### src/rtl/apd_hv_sequencer_if.sv
// -----------------------------------------------------------------------------
// apd_hv_sequencer_if
//
// Bundles the request handshakes, the DAC write/done handshake and the status
// outputs of the APD high-voltage sequencer. clk and rst stay as plain ports on
// the sequencer itself.
//
// Handshake semantics: a request on either requester path is transferred in
// any cycle where its valid and ready are both high; the requester must hold
// code stable while valid is high. On the DAC side, dac_wr is a one-cycle
// strobe with dac_word valid from that cycle until the next write, and the
// driver answers with a one-cycle dac_done pulse when the write completes.
//
// Modports:
//   slave  - the sequencer (consumes requests, produces DAC writes and status)
//   master - the environment (requesters, DAC driver, status observers)
// -----------------------------------------------------------------------------
interface apd_hv_sequencer_if;
    logic        man_valid;
    logic [9:0]  man_code;
    logic        man_ready;
    logic        man_lock;
    logic        tc_valid;
    logic [9:0]  tc_code;
    logic        tc_ready;
    logic        dac_wr;
    logic [15:0] dac_word;
    logic        dac_done;
    logic [9:0]  cur_code;
    logic [9:0]  target_code;
    logic        settled;
    logic        err_clamp;
    logic        err_timeout;

    modport slave (
        input  man_valid, man_code, man_lock, tc_valid, tc_code, dac_done,
        output man_ready, tc_ready, dac_wr, dac_word, cur_code, target_code,
               settled, err_clamp, err_timeout
    );

    modport master (
        output man_valid, man_code, man_lock, tc_valid, tc_code, dac_done,
        input  man_ready, tc_ready, dac_wr, dac_word, cur_code, target_code,
               settled, err_clamp, err_timeout
    );
endinterface

### src/rtl/apd_hv_sequencer.sv
// -----------------------------------------------------------------------------
// apd_hv_sequencer
//
// Arbitrates bias-code requests from the host manual path and the temperature
// compensation path, clamps them to [CODE_MIN, CODE_MAX] and walks the APD HV
// DAC toward the clamped target in steps of at most STEP_MAX codes. Each step
// is one formatted DAC write; writes are paced by the DAC driver's done pulse
// (bounded by TIMEOUT_CYCLES) followed by a GAP_CYCLES idle gap.
//
// Ports:
//   clk        - sole clock
//   rst        - synchronous active-high reset
//   bus        - apd_hv_sequencer_if.slave: requests, DAC handshake, status
//   state_dbg  - current FSM state (0 IDLE, 1 WAIT_DONE, 2 GAP) for observation
// -----------------------------------------------------------------------------
module apd_hv_sequencer #(
    parameter int CODE_INIT      = 540,
    parameter int CODE_MIN       = 400,
    parameter int CODE_MAX       = 680,
    parameter int STEP_MAX       = 16,
    parameter int GAP_CYCLES     = 100_000,
    parameter int TIMEOUT_CYCLES = 1000
) (
    input  logic                  clk,
    input  logic                  rst,
    apd_hv_sequencer_if.slave     bus,
    output logic [1:0]            state_dbg
);

    localparam int GAP_W = $clog2(GAP_CYCLES + 1);
    localparam int TMO_W = $clog2(TIMEOUT_CYCLES);

    localparam logic [9:0]       C_INIT   = 10'(CODE_INIT);
    localparam logic [9:0]       C_MIN    = 10'(CODE_MIN);
    localparam logic [9:0]       C_MAX    = 10'(CODE_MAX);
    localparam logic [9:0]       C_STEP   = 10'(STEP_MAX);
    localparam logic [GAP_W-1:0] GAP_LOAD = GAP_W'(GAP_CYCLES - 1);
    localparam logic [TMO_W-1:0] TMO_LAST = TMO_W'(TIMEOUT_CYCLES - 1);

    typedef enum logic [1:0] {
        IDLE      = 2'd0,
        WAIT_DONE = 2'd1,
        GAP       = 2'd2
    } state_t;

    function automatic logic [15:0] fmt_word(input logic [9:0] code);
        return {1'b1, 3'b000, code, 2'b00};
    endfunction

    function automatic logic [9:0] clamp_code(input logic [9:0] code);
        if (code < C_MIN)
            return C_MIN;
        else if (code > C_MAX)
            return C_MAX;
        else
            return code;
    endfunction

    state_t           state;
    state_t           state_nxt;
    logic             init_pend;
    logic [9:0]       cur_code;
    logic [9:0]       target_code;
    logic [15:0]      dac_word;
    logic             dac_wr;
    logic             err_clamp;
    logic             err_timeout;
    logic [TMO_W-1:0] tmo_cnt;
    logic [GAP_W-1:0] gap_cnt;

    // ---------------------------------------------------------------
    // Request arbitration and clamp
    // ---------------------------------------------------------------
    logic       man_acc;
    logic       tc_acc;
    logic       req_take;
    logic [9:0] req_raw;
    logic [9:0] req_clamped;
    logic       req_oor;

    // Manual priority falls out of tc_ready being low whenever man_valid is.
    assign bus.man_ready = ~rst;
    assign bus.tc_ready  = ~bus.man_valid & ~rst;

    assign man_acc     = bus.man_valid & bus.man_ready;
    assign tc_acc      = bus.tc_valid & bus.tc_ready;
    // A tc request under manual lock is still handshaken, just discarded.
    assign req_take    = man_acc | (tc_acc & ~bus.man_lock);
    assign req_raw     = man_acc ? bus.man_code : bus.tc_code;
    assign req_clamped = clamp_code(req_raw);
    assign req_oor     = (req_clamped != req_raw);

    // ---------------------------------------------------------------
    // Slew-limited next code
    // ---------------------------------------------------------------
    logic       need_step;
    logic [9:0] diff;
    logic [9:0] next_code;

    assign need_step = init_pend | (cur_code != target_code);

    always_comb begin
        diff      = '0;
        next_code = cur_code;
        if (target_code > cur_code) begin
            diff      = target_code - cur_code;
            next_code = cur_code + ((diff > C_STEP) ? C_STEP : diff);
        end else if (target_code < cur_code) begin
            diff      = cur_code - target_code;
            next_code = cur_code - ((diff > C_STEP) ? C_STEP : diff);
        end
    end

    // ---------------------------------------------------------------
    // FSM
    // ---------------------------------------------------------------
    logic issue_wr;
    logic load_gap;
    logic tmo_fire;

    always_ff @(posedge clk) begin
        if (rst)
            state <= IDLE;
        else
            state <= state_nxt;
    end

    always_comb begin
        state_nxt = state;
        issue_wr  = 1'b0;
        load_gap  = 1'b0;
        tmo_fire  = 1'b0;
        case (state)
            IDLE: begin
                if (need_step) begin
                    issue_wr  = 1'b1;
                    state_nxt = WAIT_DONE;
                end
            end
            WAIT_DONE: begin
                // A done coinciding with our own strobe belongs to an older
                // write, so it is not taken as completion.
                if (bus.dac_done && !dac_wr) begin
                    load_gap  = 1'b1;
                    state_nxt = GAP;
                end else if (tmo_cnt == TMO_LAST) begin
                    tmo_fire  = 1'b1;
                    load_gap  = 1'b1;
                    state_nxt = GAP;
                end
            end
            GAP: begin
                // The last gap cycle issues the next step directly so the
                // write lands immediately after the gap.
                if (gap_cnt == '0) begin
                    if (need_step) begin
                        issue_wr  = 1'b1;
                        state_nxt = WAIT_DONE;
                    end else begin
                        state_nxt = IDLE;
                    end
                end
            end
            default: state_nxt = IDLE;
        endcase
    end

    // ---------------------------------------------------------------
    // Datapath registers
    // ---------------------------------------------------------------
    always_ff @(posedge clk) begin
        if (rst) begin
            init_pend   <= 1'b1;
            cur_code    <= C_INIT;
            target_code <= C_INIT;
            dac_word    <= fmt_word(C_INIT);
            dac_wr      <= 1'b0;
            err_clamp   <= 1'b0;
            err_timeout <= 1'b0;
            tmo_cnt     <= '0;
            gap_cnt     <= '0;
        end else begin
            dac_wr      <= issue_wr;
            err_clamp   <= req_take & req_oor;
            err_timeout <= tmo_fire;

            if (req_take)
                target_code <= req_clamped;

            if (issue_wr) begin
                dac_word  <= fmt_word(next_code);
                cur_code  <= next_code;
                init_pend <= 1'b0;
                tmo_cnt   <= '0;
            end else if (state == WAIT_DONE) begin
                tmo_cnt <= tmo_cnt + TMO_W'(1);
            end

            if (load_gap)
                gap_cnt <= GAP_LOAD;
            else if (state == GAP && gap_cnt != '0)
                gap_cnt <= gap_cnt - GAP_W'(1);
        end
    end

    assign bus.dac_wr      = dac_wr;
    assign bus.dac_word    = dac_word;
    assign bus.cur_code    = cur_code;
    assign bus.target_code = target_code;
    assign bus.err_clamp   = err_clamp;
    assign bus.err_timeout = err_timeout;
    assign bus.settled     = (state == IDLE) && (cur_code == target_code) && !init_pend;
    assign state_dbg       = state;

endmodule

### src/flat_wrapper.sv
// flat-port wrapper written by rule: the top's interface ports become plain ports
module apd_hv_sequencer_flat 
#(
    parameter int CODE_INIT      = 540,
    parameter int CODE_MIN       = 400,
    parameter int CODE_MAX       = 680,
    parameter int STEP_MAX       = 16,
    parameter int GAP_CYCLES     = 100_000,
    parameter int TIMEOUT_CYCLES = 1000
)
  (clk, rst, state_dbg, bus_man_valid, bus_man_code, bus_man_lock, bus_tc_valid, bus_tc_code, bus_dac_done, bus_man_ready, bus_tc_ready, bus_dac_wr, bus_dac_word, bus_cur_code, bus_target_code, bus_settled, bus_err_clamp, bus_err_timeout);
  apd_hv_sequencer_if bus_i ();
  input  logic clk;
  input  logic rst;
  output logic [1:0] state_dbg;
  input wire logic [$bits(bus_i.man_valid)-1:0] bus_man_valid;
  input wire logic [$bits(bus_i.man_code)-1:0] bus_man_code;
  input wire logic [$bits(bus_i.man_lock)-1:0] bus_man_lock;
  input wire logic [$bits(bus_i.tc_valid)-1:0] bus_tc_valid;
  input wire logic [$bits(bus_i.tc_code)-1:0] bus_tc_code;
  input wire logic [$bits(bus_i.dac_done)-1:0] bus_dac_done;
  output wire logic [$bits(bus_i.man_ready)-1:0] bus_man_ready;
  output wire logic [$bits(bus_i.tc_ready)-1:0] bus_tc_ready;
  output wire logic [$bits(bus_i.dac_wr)-1:0] bus_dac_wr;
  output wire logic [$bits(bus_i.dac_word)-1:0] bus_dac_word;
  output wire logic [$bits(bus_i.cur_code)-1:0] bus_cur_code;
  output wire logic [$bits(bus_i.target_code)-1:0] bus_target_code;
  output wire logic [$bits(bus_i.settled)-1:0] bus_settled;
  output wire logic [$bits(bus_i.err_clamp)-1:0] bus_err_clamp;
  output wire logic [$bits(bus_i.err_timeout)-1:0] bus_err_timeout;
  assign bus_i.man_valid = bus_man_valid;
  assign bus_i.man_code = bus_man_code;
  assign bus_i.man_lock = bus_man_lock;
  assign bus_i.tc_valid = bus_tc_valid;
  assign bus_i.tc_code = bus_tc_code;
  assign bus_i.dac_done = bus_dac_done;
  assign bus_man_ready = bus_i.man_ready;
  assign bus_tc_ready = bus_i.tc_ready;
  assign bus_dac_wr = bus_i.dac_wr;
  assign bus_dac_word = bus_i.dac_word;
  assign bus_cur_code = bus_i.cur_code;
  assign bus_target_code = bus_i.target_code;
  assign bus_settled = bus_i.settled;
  assign bus_err_clamp = bus_i.err_clamp;
  assign bus_err_timeout = bus_i.err_timeout;
  apd_hv_sequencer #(.CODE_INIT(CODE_INIT), .CODE_MIN(CODE_MIN), .CODE_MAX(CODE_MAX), .STEP_MAX(STEP_MAX), .GAP_CYCLES(GAP_CYCLES), .TIMEOUT_CYCLES(TIMEOUT_CYCLES)) u_core (.clk(clk), .rst(rst), .bus(bus_i), .state_dbg(state_dbg));
endmodule
### config.mk
export PLATFORM = sky130hd
export DESIGN_NAME = apd_hv_sequencer_flat
export DESIGN_NICKNAME = d
export VERILOG_FILES = /design/src/rtl/apd_hv_sequencer_if.sv /design/src/rtl/apd_hv_sequencer.sv /design/src/flat_wrapper.sv
export SDC_FILE = /design/constraint.sdc
export NUM_CORES = 1
export LEC_CHECK = 0
export CORE_AREA = 2 2 132 134
export CTS_CLUSTER_DIAMETER = 40
export DETAILED_ROUTE_END_ITERATION = 10
export DIE_AREA = 0 0 134 136
export GPL_TIMING_DRIVEN = 0
export PLACE_DENSITY = 0.51
export SETUP_SLACK_MARGIN = 0.4
export SLEW_MARGIN = 10
export SYNTH_ARGS = -nofsm -noshare
export SYNTH_HDL_FRONTEND = slang
export SYNTH_SLANG_ARGS = --single-unit
### constraint.sdc
create_clock -name clk -period 13.95 [get_ports clk]
set_input_delay 4.185 -clock clk [delete_from_list [all_inputs] [get_ports clk]]
set_output_delay 4.185 -clock clk [all_outputs]
set_load 0.01 [all_outputs]
Word-level counts from Yosys, hierarchy flattened
Index checks and enable logic that the tools add are counted.

Output and inout bits: 44. Word-level logic and storage cells: 79. Bits in registers: 53. Input port bits: 26.

Add/subtract/negate cells: 6. Bitwise operators: 11. Muxes and demuxes: 21. Reduce and logical (&&, ||, !) cells: 16. Equal/unequal tests: 9. Order comparisons: 6.

Operator list (count): 10-bit 2-to-1 mux (7); 17-bit 2-to-1 mux (2); 10-bit subtractor (3); 10-bit by 5-bit > comparator with 1-bit output (second input constant) (2); 10-bit != test (2); 17-bit zero test (1); 17-bit nonzero test (1); 17-bit by 1-bit subtractor with 17-bit output (second input constant) (1); 10-bit by 1-bit adder with 10-bit output (second input constant) (1); 10-bit adder (1); 10-bit == test (1); 10-bit == test (second input constant) (1); 10-bit > comparator (1); 10-bit > comparator (second input constant) (1); 10-bit < comparator (1); 10-bit by 9-bit < comparator with 1-bit output (second input constant) (1); 2-bit 2-to-1 mux (4); 1-bit 2-to-1 mux (6); 2-bit one-hot mux with 3 select lines (1); 1-bit bitwise AND (5); 1-bit logical AND (4); 2-bit by 1-bit != test with 1-bit output (second input constant) (2); 1-bit inverter (4); 2-bit nonzero test (2); 11 further kinds (14).

Longest topological paths before layout
Gate-level depths: netlist of run 1.

Depth after elaboration: 8. Gate-level depth with buffers: 23. Depth with buffers taken out: 23.

Worst setup path before layout of run 1
Ideal clock, no wire load.

Path kind: in2out. Start point: input rst. End point: output bus_tc_ready. Path buffers: 3. Cell stages on the path: 4. Data arrival time: 5020 ps. Required time: 9765 ps. Setup slack: 4745 ps. Path through: buf_2 > clkbuf_1 > buf_1 > nor2_1.

Word-level cells in the longest chain between the ends: 2.

Ends and longest elaborated chain: from (decl) (RTL line flat_wrapper.sv:14) `input logic rst;`; 1-bit inverter (RTL line apd_hv_sequencer.sv:83) `assign bus.tc_ready = ~bus.man_valid & ~rst;`; 1-bit bitwise AND (RTL line apd_hv_sequencer.sv:83); to (decl) (RTL line flat_wrapper.sv:23) `output wire logic [$bits(bus_i.tc_ready)-1:0] bus_tc_ready;`.

Every way passes these cells.

Worst setup path in the final report of run 1
Same ends and word-level chain as after synthesis.

==> results.sh, run 1 <==
export IMPL_outcome="completed"
export IMPL_grt_max_degree=16
export IMPL_synth_async_reset_ratio=0
export IMPL_cp_end_kind="output pin"
export IMPL_hold_class="reg2reg"
export IMPL_clock_latency_ps=290
export IMPL_clock_tree_root_cell="clkbuf_16"
export IMPL_initial_core_util=0.244
export IMPL_maxCapViolations=0
export IMPL_rsz0062_at_grt="false"
export IMPL_fin_nets=651
export IMPL_crit_end="bus_tc_ready"
export IMPL_skew_ps=4.68
export IMPL_fin_ws_ps=3890
export IMPL_clock_path_buffers=2
export IMPL_via_per_inst=4.76
export IMPL_grt_remaining_overflow=0
export IMPL_setup_tns_ps=0
export IMPL_grt_pass1_vias=3823
export IMPL_relSlewSlack=0.544
export IMPL_required_ps=9760
export IMPL_io_pins=70
export IMPL_drt_pass1_iterations=5
export IMPL_synthCells=518
export IMPL_maxSlewViolCount=0
export IMPL_grt_pass1_wl_um=18700
export IMPL_avgSynthCellArea_um2=7.94
export IMPL_tightest_slew_ps=667
export IMPL_hold_violations=0
export IMPL_final_cell_mix="clkdlybuf4s50_1, nor2_1, dfxtp_1, a21oi_1, inv_1"
export IMPL_fp_dieH_um=136
export IMPL_cts_hold_buffers=0
export IMPL_critPathArrivalTime_ps=5870
export IMPL_vias=3882
export IMPL_r2r_cells=22
export IMPL_fp_dieW_um=134
export IMPL_r2r_end="u_core.bus.cur_code[9]$_SDFFE_PP1P_"
export IMPL_period_share=0.721
export IMPL_crit_start="rst"
export IMPL_p_leak_uw=0.00199
export IMPL_synth_cell_types=70
export IMPL_startpoint_type="primary input"
export IMPL_drc=0
export IMPL_n_antenna_cell=0
export IMPL_r2r_slack_ps=8130
export IMPL_wl_um=11000
export IMPL_tritoncts="built"
export IMPL_ant_nets=0
export IMPL_layout_commonest_cell="clkdlybuf4s50_1"
export IMPL_dieArea_mm2=0.0182
export IMPL_post_cts_setup_buffers=0
export IMPL_synth_edf_count=0
export IMPL_grt_usage=0.125
export IMPL_p_per_area_mw_per_mm2=158
export IMPL_area_growth_pct=25.9
export IMPL_ir_worst_vdd_uv=62.5
export IMPL_finalSetupViolCount=0
export IMPL_yosysSeqAreaShare=0.258
export IMPL_ys_ff_latch=53
export IMPL_path_max_fanout=10
export IMPL_avgRoutedWirePerCell_um=13.5
export IMPL_dp_hpwl_um=8980
export IMPL_num_rows=48
export IMPL_crit_type="in2out"
export IMPL_timing_fmax_mhz=99.4
export IMPL_reg2reg_from="u_core.bus.target_code[0]$_SDFFE_PP0P_"
export IMPL_portBuffers=62
export IMPL_clock_sinks=53
export IMPL_drt_iter0_markers=197
export IMPL_synthFlopType="dfxtp_1"
export IMPL_cts_buffers=5
export IMPL_htree_levels=2
export IMPL_drive_gt1_frac=0.0829
export IMPL_final_min_clock_period_ps=10060
export IMPL_place_ws_ps=3830
export IMPL_yosys_warnings=0
export IMPL_cts_repair_resized=0
export IMPL_gp_congestion=0.838
export IMPL_syn_cell_area_mm2=0.00411
export IMPL_core_mm2=0.0169
export IMPL_antenna_found_initial=0
export IMPL_path_clk_slew_ps=60
area by class of cell:
cell class              count  area, µm²
plain buffers              36        206
clock buffers               6        139
clock inverters             1       7.51
fillers                  1750      11700
inverters                  35        131
multi-input cells         398       2730
flip-flops and latches     53       1060
well taps                 225        282
repair buffers             62        621
sequential cells by signal (all words and copies together), names as in the netlist:
| signal | flops |
|---|---|
| u_core.bus.cur_code | 10 |
| u_core.bus.dac_wr | 1 |
| u_core.bus.err_clamp | 1 |
| u_core.bus.err_timeout | 1 |
| u_core.bus.target_code | 10 |
| u_core.gap_cnt | 17 |
| u_core.init_pend | 1 |
| u_core.state_dbg | 2 |
| u_core.tmo_cnt | 10 |
how the worst min path moves through the flow:
stage	cells after the start	slack, ps	endpoint	startpoint
6_report	2	460	u_core.init_pend$_SDFFE_PP1P_	u_core.init_pend$_SDFFE_PP1P_
5_1_grt	2	470	u_core.init_pend$_SDFFE_PP1P_	u_core.init_pend$_SDFFE_PP1P_
4_1_cts	2	460	u_core.init_pend$_SDFFE_PP1P_	u_core.init_pend$_SDFFE_PP1P_
3_5_place_dp	2	450	u_core.init_pend$_SDFFE_PP1P_	u_core.init_pend$_SDFFE_PP1P_
3_3_place_gp	2	450	u_core.init_pend$_SDFFE_PP1P_	u_core.init_pend$_SDFFE_PP1P_
2_1_floorplan	2	440	u_core.init_pend$_SDFFE_PP1P_	u_core.init_pend$_SDFFE_PP1P_
worst max-delay path, stage by stage:
cell             delay [ps]
buf_2                   170
clkbuf_1                450
buf_1                   470
nor2_1                   90
clkdlybuf4s50_1         500
through the flow:
step / hold slack [ps] / util / cells / total power, µW / area [µm²]
3_5_place_dp: 449 / 0.298 / 809 / 696 / 5030
3_3_place_gp: 449 / 0.298 / 809 / 686 / 5030
2_1_floorplan: 436 / - / 522 / 559 / 4130
4_1_cts: 460 / 0.307 / 816 / 823 / 5180
5_1_grt: 474 / 0.307 / 816 / 892 / 5180
6_report: 457 / 0.307 / 816 / 818 / 5180
cells in the mapped netlist (all sizes together), types with 5 or more instances:
library cell / count / share of area
a211oi: 7 / 0.013
a21o: 10 / 0.018
a21oi: 45 / 0.055
a22oi: 6 / 0.011
a31oi: 5 / 0.0076
buf: 21 / 0.037
clkbuf: 15 / 0.014
dfxtp: 53 / 0.26
ha: 31 / 0.094
inv: 35 / 0.032
mux2: 7 / 0.019
mux2i: 9 / 0.022
nand2: 32 / 0.029
nand2b: 9 / 0.016
nand3: 9 / 0.011
nand4: 8 / 0.012
nor2: 59 / 0.054
nor2b: 5 / 0.0076
nor3: 15 / 0.018
nor4: 8 / 0.012
o21ai: 15 / 0.018
or2: 5 / 0.0076
or3: 7 / 0.012
xnor2: 17 / 0.036
xor2: 18 / 0.038
layer usage:
metal	vias to the layer above	GRT usage	wire length [µm]
met1	1806	0.165	5100
li1	1965	-	-
met2	95	0.211	5210
met5	-	0	0
met4	0	0.0437	244
met3	16	0.0164	494
power breakdown:
part / switching [µW] / total (µW) / internal [µW]
sequential: 29.7 / 200 / 170
combinational: 270 / 494 / 224
clock: 53.9 / 124 / 70.5
total: 354 / 818 / 464
cell families after synthesis:
logic type               Yosys count  synth area share
buffers and inverters             71            0.0821
other                              2           0.00183
AND/OR/NAND/NOR                  180             0.227
flip-flops                        53             0.258
AO/OA/AOI/OAI                    127             0.207
XOR/XNOR                          35            0.0745
multiplexers                      16            0.0411
adder cells (fa/ha/maj)           34             0.109
Power figures use the tool's default switching activity.
==> run 2: changes to the inputs <==
--- a/config.mk
+++ b/config.mk
@@ -10,7 +10,7 @@
 export DETAILED_ROUTE_END_ITERATION = 10
 export DIE_AREA = 0 0 134 136
 export GPL_TIMING_DRIVEN = 0
-export PLACE_DENSITY = 0.51
+export PLACE_DENSITY = 0.53
 export SETUP_SLACK_MARGIN = 0.4
 export SLEW_MARGIN = 10
 export SYNTH_ARGS = -nofsm -noshare
==> constraint.sdc (replaced) <==
create_clock -name clk -period 9.1 [get_ports clk]
set_input_delay 2.73 -clock clk [delete_from_list [all_inputs] [get_ports clk]]
set_output_delay 2.73 -clock clk [all_outputs]
set_load 0.01 [all_outputs]
==> run 2 against run 1 <==
Compared with the run above: first-iteration DRC count down 23%; die area unchanged; worst hold slack improved by 12 ps; highest routed layer unchanged.
==> results.sh, run 2 (synthesized netlist as in run 1, its figures left out) <==
export IMPL_outcome="completed"
export IMPL_whs_ps=469
export IMPL_critPathArrivalTime_ps=4380
export IMPL_hp_start="u_core.init_pend$_SDFFE_PP1P_"
export IMPL_clock_tree_root_cell="clkbuf_16"
export IMPL_startpoint_type="primary input"
export IMPL_hold_class="reg2reg"
export IMPL_clock_path_buffers=2
export IMPL_drt_iter0_markers=152
export IMPL_ir_worst_vdd_uv=73.2
export IMPL_n_antenna_cell=0
export IMPL_path_clk_slew_ps=60
export IMPL_drive_gt1_frac=0.0828
export IMPL_cts_buffers=5
export IMPL_grt_pass1_wl_um=18700
export IMPL_drt_pass1_iterations=5
export IMPL_finalSetupViolCount=0
export IMPL_num_rows=48
export IMPL_area_growth_pct=25.7
export IMPL_skew_ps=7.54
export IMPL_timing_fmax_mhz=141
export IMPL_crit_start="rst"
export IMPL_wl_um=11000
export IMPL_period_share=0.781
export IMPL_antenna_found_initial=0
export IMPL_clock_latency_ps=290
export IMPL_r2r_slack_ps=3210
export IMPL_final_cell_mix="clkdlybuf4s50_1, nor2_1, dfxtp_1, a21oi_1, inv_1"
export IMPL_clock_sinks=53
export IMPL_regMostFlops="u_core.gap_cnt"
export IMPL_ant_nets=0
export IMPL_maxCapViolations=0
export IMPL_setup_tns_ps=0
export IMPL_layout_commonest_cell="clkdlybuf4s50_1"
export IMPL_dieArea_mm2=0.0182
export IMPL_grt_remaining_overflow=0
export IMPL_avgRoutedWirePerCell_um=13.5
export IMPL_whs_path_depth=2
export IMPL_p_per_area_mw_per_mm2=242
export IMPL_reg2reg_from="u_core.bus.target_code[0]$_SDFFE_PP0P_"
export IMPL_via_per_inst=4.74
export IMPL_final_min_clock_period_ps=7110
export IMPL_cp_end_kind="output pin"
export IMPL_tritoncts="built"
export IMPL_placed_cell_area_mm2=0.00503
export IMPL_drc=0
export IMPL_tightest_slew_ps=677
export IMPL_gp_congestion=0.836
export IMPL_htree_levels=2
export IMPL_largest_reg_flops=17
export IMPL_fp_dieW_um=134
export IMPL_hold_violations=0
export IMPL_p_leak_uw=0.00199
export IMPL_grt_pass1_vias=3875
export IMPL_path_max_fanout=10
export IMPL_required_ps=6370
export IMPL_vias=3873
export IMPL_maxSlewViolCount=0
export IMPL_final_area_mm2=0.00517
export IMPL_grt_usage=0.126
export IMPL_dp_hpwl_um=8920
export IMPL_crit_type="in2out"
export IMPL_grt_max_degree=16
export IMPL_cts_hold_buffers=0
export IMPL_r2r_cells=22
export IMPL_relSlewSlack=0.545
export IMPL_post_cts_setup_buffers=0
export IMPL_fp_dieH_um=136
export IMPL_portBuffers=62
export IMPL_io_pins=70
export IMPL_rsz0062_at_grt="false"
export IMPL_fin_nets=651
export IMPL_cts_repair_resized=0
export IMPL_core_mm2=0.0169
export IMPL_initial_core_util=0.244
[run 2: cell count changes in the layout (fill, tap and decap cells not counted), sizes merged]
cell      change
clkinv        +2
clkinvlp      -1
[run 2: layout make-up]
class                   instances  area (µm²)
fillers                      1782       11700
multi-input cells             398        2730
flip-flops and latches         53        1060
repair buffers                 62         621
well taps                     225         282
plain buffers                  36         206
inverters                      35         131
clock buffers                   6         129
clock inverters                 2        10.0
[run 2: power breakdown]
| group | switching [µW] | internal (µW) |
|---|---|---|
| Combinational | 417 | 343 |
| Clock | 83.0 | 101 |
| Sequential | 44.7 | 261 |
| Total | 545 | 705 |
[run 2: routing by layer]
layer,wire length (µm),vias to the layer above,GRT usage,part of all wire
met2,5110,95,0.213,0.46
met5,0,-,0,0
met1,5260,1785,0.167,0.48
li1,-,1979,-,-
met3,474,14,0.0172,0.043
met4,194,0,0.0372,0.018
[run 2: final timing paths]
path | endpoint
max | bus_tc_ready
min | u_core.init_pend$_SDFFE_PP1P_
max reg2reg | u_core.bus.cur_code[9]$_SDFFE_PP1P_
min reg2reg | u_core.init_pend$_SDFFE_PP1P_
[run 2: critical path: stages]
cell and delay, ps:
buf_2 180, clkbuf_1 410, buf_1 480, nor2_1 80, clkdlybuf4s50_1 490
[run 2: through the flow]
| stage | util | total power (µW) | std cells | worst slack [ps] |
|---|---|---|---|---|
| floorplan | - | 857 | 522 | 2800 |
| global placement | 0.298 | 1050 | 809 | 1910 |
| detailed placement | 0.298 | 1070 | 809 | 1940 |
| CTS | 0.306 | 1260 | 817 | 1920 |
| global route | 0.306 | 1370 | 817 | 1870 |
| finish | 0.306 | 1250 | 817 | 1990 |
==> run 3: changes to the inputs <==
--- a/config.mk
+++ b/config.mk
@@ -10,7 +10,7 @@
 export DETAILED_ROUTE_END_ITERATION = 10
 export DIE_AREA = 0 0 134 136
 export GPL_TIMING_DRIVEN = 0
-export PLACE_DENSITY = 0.53
+export PLACE_DENSITY = 0.51
 export SETUP_SLACK_MARGIN = 0.4
 export SLEW_MARGIN = 10
 export SYNTH_ARGS = -nofsm -noshare
==> constraint.sdc (replaced) <==
create_clock -name clk -period 6.65 [get_ports clk]
set_input_delay 1.995 -clock clk [delete_from_list [all_inputs] [get_ports clk]]
set_output_delay 1.995 -clock clk [all_outputs]
set_load 0.01 [all_outputs]
==> run 3 against run 2 <==
Compared with the run above: clock-buffer cell count unchanged; cell count down 0.12%; utilization is 0.082 points higher; critical endpoint unchanged; highest routed layer unchanged.
==> results.sh, run 3 (synthesized netlist as in run 1, its figures left out) <==
export IMPL_post_cts_setup_buffers=0
export IMPL_r2r_cells=22
export IMPL_skew_ps=5.39
export IMPL_clock_tree_root_cell="clkbuf_16"
export IMPL_gp_congestion=0.838
export IMPL_num_rows=48
export IMPL_ant_nets=0
export IMPL_final_min_clock_period_ps=5680
export IMPL_relSlewSlack=0.544
export IMPL_fin_nets=651
export IMPL_startpoint_type="primary input"
export IMPL_p_per_area_mw_per_mm2=334
export IMPL_dp_hpwl_um=8980
export IMPL_largest_reg_flops=17
export IMPL_cp_end_kind="output pin"
export IMPL_drt_iter0_markers=187
export IMPL_critPathArrivalTime_ps=3690
export IMPL_clock_sinks=53
export IMPL_ir_worst_vdd_uv=132
export IMPL_grt_pass1_wl_um=18700
export IMPL_hold_violations=0
export IMPL_grt_pass1_vias=3823
export IMPL_drc=0
export IMPL_area_growth_pct=26.0
export IMPL_n_antenna_cell=0
export IMPL_core_mm2=0.0169
export IMPL_maxCapViolations=0
export IMPL_tritoncts="built"
export IMPL_timing_fmax_mhz=176
export IMPL_finalSetupViolCount=0
export IMPL_final_cells=816
export IMPL_maxSlewViolCount=0
export IMPL_place_ws_ps=889
export IMPL_clock_latency_ps=290
export IMPL_htree_levels=2
export IMPL_tightest_slew_ps=667
export IMPL_period_share=0.854
export IMPL_final_cell_mix="clkdlybuf4s50_1, nor2_1, dfxtp_1, a21oi_1, inv_1"
export IMPL_regArea_mm2=0.00106
export IMPL_crit_type="in2out"
export IMPL_whs_ps=458
export IMPL_hold_class="reg2reg"
export IMPL_portBuffers=62
export IMPL_drt_pass1_iterations=5
export IMPL_path_max_fanout=10
export IMPL_vias=3880
export IMPL_setup_tns_ps=0
export IMPL_antenna_found_initial=0
export IMPL_cts_buffers=5
export IMPL_regMostFlops="u_core.gap_cnt"
export IMPL_avgRoutedWirePerCell_um=13.6
export IMPL_fillers=1748
export IMPL_io_pins=70
export IMPL_clock_path_buffers=2
export IMPL_initial_core_util=0.244
export IMPL_layout_commonest_cell="clkdlybuf4s50_1"
export IMPL_grt_max_degree=16
export IMPL_drive_gt1_frac=0.0846
export IMPL_via_per_inst=4.75
export IMPL_path_clk_slew_ps=60
export IMPL_wl_um=11100
export IMPL_final_area_mm2=0.00518
export IMPL_multiInputGateArea_mm2=0.00274
export IMPL_dieArea_mm2=0.0182
export IMPL_fp_dieW_um=134
export IMPL_outcome="completed"
export IMPL_whs_path_depth=2
export IMPL_placed_cell_area_mm2=0.00503
export IMPL_grt_remaining_overflow=0
export IMPL_fp_dieH_um=136
export IMPL_rsz0062_at_grt="false"
export IMPL_grt_usage=0.125
export IMPL_required_ps=4660
export IMPL_fin_ws_ps=968
export IMPL_dp_cells=809
export IMPL_p_leak_uw=0.00199
[run 3: changes by cell type in the layout (fill, tap and decap cells not counted)]
cell | before | now
a31oi_1 | 5 | 4
a31oi_2 | 0 | 1
clkinvlp_4 | 0 | 1
clkbuf_1 | 16 | 15
clkinv_2 | 2 | 0
clkbuf_8 | 0 | 1
[run 3: power breakdown]
| group | switching [µW] | internal (µW) |
|---|---|---|
| Sequential | 62.5 | 357 |
| Clock | 114 | 148 |
| Combinational | 575 | 473 |
| Total | 751 | 977 |
[run 3: through the flow]
step,total power [µW],util
3_5_place_dp,1460,0.298
5_1_grt,1880,0.307
6_report,1730,0.307
2_1_floorplan,1170,-
3_3_place_gp,1440,0.298
4_1_cts,1730,0.307
[run 3: path summary, 6_finish.rpt]
kind,startpoint,end,slack [ps]
worst max-delay path,rst,bus_tc_ready,970
worst min-delay path,u_core.init_pend$_SDFFE_PP1P_,u_core.init_pend$_SDFFE_PP1P_,460
worst max register to register,u_core.bus.target_code[0]$_SDFFE_PP0P_,u_core.bus.cur_code[9]$_SDFFE_PP1P_,970
worst min register to register,u_core.init_pend$_SDFFE_PP1P_,u_core.init_pend$_SDFFE_PP1P_,460
[run 3: cell type report]
type,instances,area share
multi-input cells,398,0.528
inverters,35,0.0254
flip-flops and latches,53,0.205
repair buffers,62,0.120
plain buffers,36,0.0398
clock inverters,1,0.00145
clock buffers,6,0.0268
well taps,225,0.0543
[run 3: repair_timing]
action                                  4_1_cts  5_1_grt
endpoints found under the setup margin        0        1
hold buffers                                  0        0
resized for setup                             0        1
[run 3: critical path, stage by stage]
cell             delay [ps]
buf_2                   170
clkbuf_1                440
buf_1                   480
nor2_1                   90
clkdlybuf4s50_1         500
[run 3: routing by layer]
| metal | vias to the layer above | part of all wire | track usage |
|---|---|---|---|
| li1 | 1963 | - | - |
| met4 | 0 | 0.022 | 0.0437 |
| met3 | 16 | 0.038 | 0.0164 |
| met5 | - | 0 | 0 |
| met2 | 86 | 0.47 | 0.211 |
| met1 | 1815 | 0.47 | 0.165 |
